[src/rtl/iob_sram_ctrl.sv]
// IOb-to-SRAM bridge, one request in flight; byte parity built when IOB_SRAM_CTRL_PARITY_EN is defined.
// Latency: ready_o pulses 2 cycles after acceptance for writes, 2+RD_LAT cycles for reads.
// Backpressure: no stall path; requests offered outside IDLE are dropped, so hold valid_i until ready_o.
module iob_sram_ctrl #(
  parameter int ADDR_W     = 32,
  parameter int DATA_W     = 32,
  parameter int MEM_ADDR_W = 10,
  parameter int RD_LAT     = 1,
`ifdef IOB_SRAM_CTRL_PARITY_EN
  localparam int SW        = DATA_W + DATA_W / 8
`else
  localparam int SW        = DATA_W
`endif
) (
  input  logic                  clk_i,
  input  logic                  arst_i,
  input  logic                  valid_i,
  input  logic [ADDR_W-1:0]     address_i,
  input  logic [DATA_W-1:0]     wdata_i,
  input  logic [DATA_W/8-1:0]   wstrb_i,
  output logic [DATA_W-1:0]     rdata_o,
  output logic                  ready_o,
  output logic                  par_err_o,
  output logic                  sram_en_o,
  output logic [DATA_W/8-1:0]   sram_we_o,
  output logic [MEM_ADDR_W-1:0] sram_addr_o,
  output logic [SW-1:0]         sram_d_o,
  input  logic [SW-1:0]         sram_q_i
);
  localparam int         NB   = DATA_W / 8;
  localparam logic [1:0] LAST = 2'(RD_LAT - 1);

  typedef enum logic [1:0] {IDLE, ACCESS, WAIT, DONE} state_t;

  state_t                state, state_nxt;
  logic [MEM_ADDR_W-1:0] addr_q;
  logic [DATA_W-1:0]     data_q;
  logic [DATA_W-1:0]     rdata_q;
  logic [NB-1:0]         wstrb_q;
  logic [1:0]            cnt;
  logic                  last_wait;
  logic                  unused_addr;

  // Byte-offset and wrap-around bits of the address are intentionally dropped.
  assign unused_addr = ^address_i;
  assign last_wait   = (state == WAIT) && (cnt == LAST);

  always_ff @(posedge clk_i or negedge arst_i) begin
    if (!arst_i) begin
      state   <= IDLE;
      addr_q  <= '0;
      data_q  <= '0;
      wstrb_q <= '0;
      rdata_q <= '0;
      cnt     <= '0;
    end else begin
      state <= state_nxt;
      if (state == IDLE && valid_i) begin
        addr_q  <= address_i[MEM_ADDR_W+1:2];
        data_q  <= wdata_i;
        wstrb_q <= wstrb_i;
        rdata_q <= '0;
        cnt     <= '0;
      end else if (last_wait) begin
        rdata_q <= sram_q_i[DATA_W-1:0];
      end else if (state == WAIT) begin
        cnt <= cnt + 2'd1;
      end
    end
  end

  always_comb begin
    state_nxt   = state;
    ready_o     = 1'b0;
    rdata_o     = '0;
    sram_en_o   = 1'b0;
    sram_we_o   = '0;
    sram_addr_o = addr_q;
    case (state)
      IDLE: begin
        if (valid_i) state_nxt = ACCESS;
      end
      ACCESS: begin
        sram_en_o = 1'b1;
        sram_we_o = wstrb_q;
        state_nxt = (wstrb_q == '0) ? WAIT : DONE;
      end
      WAIT: begin
        if (cnt == LAST) state_nxt = DONE;
      end
      DONE: begin
        ready_o   = 1'b1;
        rdata_o   = rdata_q;
        state_nxt = IDLE;
      end
      default: state_nxt = IDLE;
    endcase
  end

`ifdef IOB_SRAM_CTRL_PARITY_EN
  logic [NB-1:0] wpar;
  logic [NB-1:0] qerr;
  logic          perr_q;

  // Even parity: each stored byte plus its parity bit holds an even number of ones.
  always_comb begin
    wpar = '0;
    qerr = '0;
    for (int i = 0; i < NB; i++) begin
      wpar[i] = ^data_q[8*i +: 8];
      qerr[i] = ^{sram_q_i[8*i +: 8], sram_q_i[DATA_W+i]};
    end
  end

  assign sram_d_o = {wpar, data_q};

  always_ff @(posedge clk_i or negedge arst_i) begin
    if (!arst_i) begin
      perr_q <= 1'b0;
    end else if (state == IDLE && valid_i) begin
      perr_q <= 1'b0;
    end else if (last_wait) begin
      perr_q <= |qerr;
    end
  end

  assign par_err_o = ready_o & perr_q;
`else
  assign sram_d_o  = data_q;
  assign par_err_o = 1'b0;
`endif

endmodule

[config.mk]
export PLATFORM = sky130hd
export DESIGN_NAME = iob_sram_ctrl
export DESIGN_NICKNAME = d
export VERILOG_FILES = /design/src/rtl/iob_sram_ctrl.sv
export SDC_FILE = /design/constraint.sdc
export NUM_CORES = 1
export LEC_CHECK = 0
export CORE_MARGIN = 2
export CORE_UTILIZATION = 43
export CTS_CLUSTER_DIAMETER = 40
export DETAILED_ROUTE_END_ITERATION = 8
export PLACE_DENSITY = 0.92
export RECOVER_POWER = 50
export SYNTH_ARGS = -nofsm -noshare
export SYNTH_HDL_FRONTEND = slang
export SYNTH_SLANG_ARGS = --single-unit
[constraint.sdc]
create_clock -name clk_i -period 3.3 [get_ports clk_i]
set_input_delay 0.66 -clock clk_i [delete_from_list [all_inputs] [get_ports clk_i]]
set_output_delay 0.66 -clock clk_i [all_outputs]
set_load 0.1 [all_outputs]
==> results of run 1 <==
==> synth_stat cells (2+ instances only) <==
| cell | number | share of area |
|---|---|---|
| a21oi_1 | 2 | 0.0029 |
| a22o_1 | 32 | 0.080 |
| and2_1 | 36 | 0.064 |
| buf_12 | 2 | 0.011 |
| buf_2 | 3 | 0.0043 |
| buf_4 | 3 | 0.0064 |
| buf_6 | 4 | 0.013 |
| clkbuf_1 | 3 | 0.0032 |
| dfrtp_1 | 82 | 0.59 |
| ha_1 | 6 | 0.021 |
| inv_1 | 5 | 0.0054 |
| mux2_2 | 29 | 0.093 |
| mux2_4 | 18 | 0.077 |
| nand2_1 | 2 | 0.0021 |
| nor2_1 | 3 | 0.0032 |
==> per-stage QoR <==
step,util,hold WS [ns],setup slack [ns]
floorplan,-,0.364,0.361
global placement,0.627,0.479,0.681
detailed placement,0.627,0.484,0.625
CTS,0.655,0.507,0.558
global route,0.639,0.517,0.438
finish,0.639,0.501,0.613
==> kinds of logic after synthesis <==
kind of cell | Yosys count
adder cells (fa/ha/maj) | 6
AND/OR/NAND/NOR | 45
AO/OA/AOI/OAI | 38
multiplexers | 47
other | 1
XOR/XNOR | 1
buffers and inverters | 21
flip-flops | 82
==> path summary, 6_finish.rpt <==
check                      depth (start not counted)                 endpoint  slack [ns]
max                                                3              rdata_o[16]        0.61
min                                                1  rdata_q[28]$_DFFE_PN0P_        0.50
max reg2reg                                        5  rdata_q[25]$_DFFE_PN0P_        0.75
min reg2reg                                        1  rdata_q[28]$_DFFE_PN0P_        0.50
max in group asynchronous                          1       cnt[1]$_DFFE_PN0P_        1.26
min in group asynchronous                          1   rdata_q[7]$_DFFE_PN0P_        0.86
==> area by class of cell <==
| type | count | area share |
|---|---|---|
| Inverter | 5 | 0.00376 |
| Tap cell | 102 | 0.0256 |
| Multi-Input combinational cell | 138 | 0.256 |
| Clock buffer | 12 | 0.0291 |
| Clock inverter | 4 | 0.0150 |
| Sequential cell | 82 | 0.411 |
| Timing Repair Buffer | 162 | 0.259 |
==> critical path, stage by stage (launching register included) <==
cell and delay [ns]:
dfrtp_1 0.42, ha_1 0.73, and2_1 0.25, buf_4 0.29
==> flip-flops by register name (all words and copies together) (netlist names) <==
signal and flops:
rdata_q 32, sram_d_o 32, sram_addr_o 10, wstrb_q 4, cnt 2, state 2
==> layer usage <==
| metal | routed length [µm] | vias up | part of all wire | global-route usage |
|---|---|---|---|---|
| met2 | 3860 | 101 | 0.50 | 0.302 |
| li1 | - | 1153 | - | - |
| met3 | 547 | 11 | 0.071 | 0.0433 |
| met4 | 121 | 0 | 0.016 | 0.0725 |
| met5 | 0 | - | 0 | 0 |
| met1 | 3180 | 1208 | 0.41 | 0.229 |
==> flow_summary.ini, run 1 <==
[sta]
slew_headroom = -0.308
period_minus_slack_ns = 2.69
skew_ns = 0.0135
hold_viol = 0
rsz0062_at_grt = false
max_freq_mhz = 372
period_share = 0.814
tightestPinTransition_ns = 1.96
drv_slew = 83
final.setup.tns_ns = 0
setup_viol = 0

[placement]
dp_cells = 489
hpwl_um = 5500
gp_congestion = 0.772
place_area_um2 = 4890
numPortBuffers = 160

[logic_synthesis]
synth_compound_area_frac = 0.0929
ys.flop_type = dfrtp_1
yosysUniqueCellTypes = 26
async_reset_ff_frac = 1.00
avgSynthCellArea_um2 = 14.5
syn_inst = 241
synthSimpleGateAreaFrac = 0.0776
synth_mux_area_frac = 0.170
syn_nets = 350
netlist_area_um2 = 3500
synth_xor_xnor_area_share = 0.00250
ys_ff_latch = 82
synthAdderAreaFrac = 0.0214
synth_top_family_by_area = multiplexers
synth_edf_count = 0
yosysSeqAreaShare = 0.586
yosysWarnings = 0

[global_route]
antenna_found_initial = 0
first_global_vias = 2565
grt_max_degree = 83
grt_overflow = 0
grt_pass1_wl_um = 12400
grt_use_total = 0.182

[clocking]
cts_resized = 0
cts_setup_buffers = 0
htree_levels = 3
insertion_delay_ns = 0.34
clkTransAtPathRegs_ns = 0.07
cts_sinks = 82
cts_root_buf = clkbuf_8
postCtsHoldBufs = 0
cts_tree = yes
cts_buffers = 9
cts_max_path_buffers = 2

[die]
die_w_um = 94.2
rows = 32
initial_core_util = 0.448
ioPinCount = 184
die_height_um = 94.2
core_um2 = 7810
die_area_um2 = 8880

[finish]
antenna_cells = 0
fillers = 629
final_cell_area_um2 = 4990
final-seq-area_um2 = 2050
drive_gt1_frac = 0.280
final_cell_mix = 82 x dfrtp_1, 79 x clkdlybuf4s50_1, 50 x buf_4, 36 x and2_1, 34 x clkbuf_1
nNetsFinal = 507
final_common_cell = dfrtp_1
final_cells = 505
syn_to_final_growth_pct = 42.5
multiInputGateArea_um2 = 1280

[worst_setup_path]
cp-start-kind = flop
endpoint_kind = output pin
crit_start = state[1]$_DFFE_PN0P_
timing.rr.start = state[1]$_DFFE_PN0P_
cp_data_arrival_time_ns = 2.03
critPathMaxFanout = 33
critical_path_class = flop to output pin
cp.required_ns = 2.64

[detailed_routing]
first_pass_iters = 4
wl_per_cell_um = 15.3
drc = 0
vias_per_cell = 4.90
drtIter0Drc = 110
drt_wl_total_um = 7700
drtAntennaViolNets = 0
vias = 2473

[worst_hold_path]
hp-class = flop to flop
min_from = rdata_q[28]$_DFFE_PN0P_

[flow_run]
max_cap_violations = 1

[run_status]
status = finished with violations
failed_checks = max-capacitance violations, max-slew violations
Power of run 1 is not shown: default switching activity piles up to over one toggle a cycle in this logic, so the estimate is an artifact.
==> run 2: changes to the inputs <==
CORE_UTILIZATION = 36   (was 43)
PLACE_DENSITY = 0.82   (was 0.92)
clock period = 2.4 ns   (was 3.3 ns; I/O delays follow)
==> flow_summary.ini, run 2 (synthesis results as in run 1) <==
[sta]
hold_viol = 0
rsz0062_at_grt = false
setup_viol = 0
max_freq_mhz = 447
slew_headroom = 0.204
drv_slew = 0
period_share = 0.932
skew_ns = 0.0103
tightestPinTransition_ns = 1.20
final.setup.tns_ns = 0
period_minus_slack_ns = 2.24

[worst_setup_path]
rr_worst_depth = 6
r2r_setup_slack_ns = 0.47
cp.required_ns = 1.92
crit_chain = ha_2 > and2_2 > buf_12
critical_path_class = flop to output pin
critPathMaxFanout = 33
cp-start-kind = flop
reg2reg_to = rdata_q[0]$_DFFE_PN0P_
cpMaxStageDelayCell = ha_2
cp_data_arrival_time_ns = 1.76
timing.rr.start = state[1]$_DFFE_PN0P_
endpoint_kind = output pin
critPathMaxStageDelay_ns = 0.53

[finish]
final_common_cell = dfrtp_1
antenna_cells = 0
syn_to_final_growth_pct = 58.0
drive_gt1_frac = 0.369
nNetsFinal = 510
final_cell_mix = 82 x dfrtp_1, 79 x clkdlybuf4s50_1, 38 x buf_12, 37 x clkbuf_1, 33 x and2_2

[clocking]
clkTransAtPathRegs_ns = 0.08
cts_resized = 0
cts_buffers = 9
cts_root_buf = clkbuf_8
postCtsHoldBufs = 0
cts_max_path_buffers = 2
insertion_delay_ns = 0.34
htree_levels = 3
cts_sinks = 82
cts_setup_buffers = 0
cts_tree = yes

[detailed_routing]
drt_wl_total_um = 8200
drc = 0
drtIter0Drc = 88
wl_per_cell_um = 15.3
first_pass_iters = 4
drtAntennaViolNets = 0
vias_per_cell = 4.68
vias = 2506

[global_route]
grt_overflow = 0
antenna_found_initial = 0
grt_pass1_wl_um = 13100
grt_use_total = 0.161
grt_max_degree = 50
first_global_vias = 2593

[run_status]
status = finished clean

[die]
core_um2 = 9330
die_w_um = 103
die_area_um2 = 10500
die_height_um = 103
ioPinCount = 184
initial_core_util = 0.375
rows = 35

[flow_run]
max_cap_violations = 0

[placement]
gp_congestion = 0.772
numPortBuffers = 160
hpwl_um = 6140

[worst_hold_path]
hp-class = input pin to asynchronous set/reset pin
==> run 2: worst max-delay path by stage <==
stage / start / end / slack (ns) / cells past startpoint
detailed placement: valid_i / rdata_q[28]$_DFFE_PN0P_ / 0.28 / 5
global route: state[1]$_DFFE_PN0P_ / rdata_o[15] / 0.02 / 3
floorplan: state[1]$_DFFE_PN0P_ / rdata_o[10] / -0.05 / 3
global placement: valid_i / rdata_q[22]$_DFFE_PN0P_ / 0.30 / 5
CTS: state[1]$_DFFE_PN0P_ / rdata_o[15] / 0.13 / 3
finish: state[1]$_DFFE_PN0P_ / rdata_o[15] / 0.16 / 3
==> run 2: cell type report <==
type	count	area [µm²]
Inverter	5	18.8
Timing Repair Buffer	165	1760
Clock buffer	11	131
Tap cell	129	161
Sequential cell	82	2050
Clock inverter	5	78.8
Multi-Input combinational cell	138	1330
Fill cell	775	3800
==> run 2: layer usage <==
layer	track usage	wire (µm)
met5	0	0
met4	0.0554	119
met2	0.270	4230
met3	0.0393	512
met1	0.204	3340
==> run 2: worst max-delay path: cells and delay by family, from the launching register on <==
family	cells	cell delay (ns)
fa+ha+maj	1	0.53
flops	1	0.42
simple gates	1	0.28
buf+inv	1	0.18
==> run 2: per-stage QoR <==
step / setup slack (ns) / instances / cell area, µm² / hold WS, ns / utilization
after floorplan: -0.0470 / 241 / 3550 / 0.184 / -
after CTS: 0.127 / 535 / 5690 / 0.137 / 0.610
after global placement: 0.299 / 519 / 5480 / 0.480 / 0.588
after global routing: 0.0192 / 535 / 5530 / 0.396 / 0.593
final: 0.163 / 535 / 5530 / 0.324 / 0.593
after detailed placement: 0.277 / 519 / 5480 / 0.483 / 0.588
Power of run 2 is left out for the same reason.
==> run 3: changes to the inputs <==
CAP_MARGIN = 30   (was not set)
==> results of run 3 <==
The final DEF is identical to that of run 2; final timing and power are the same.
Power of run 3 is left out for the same reason.
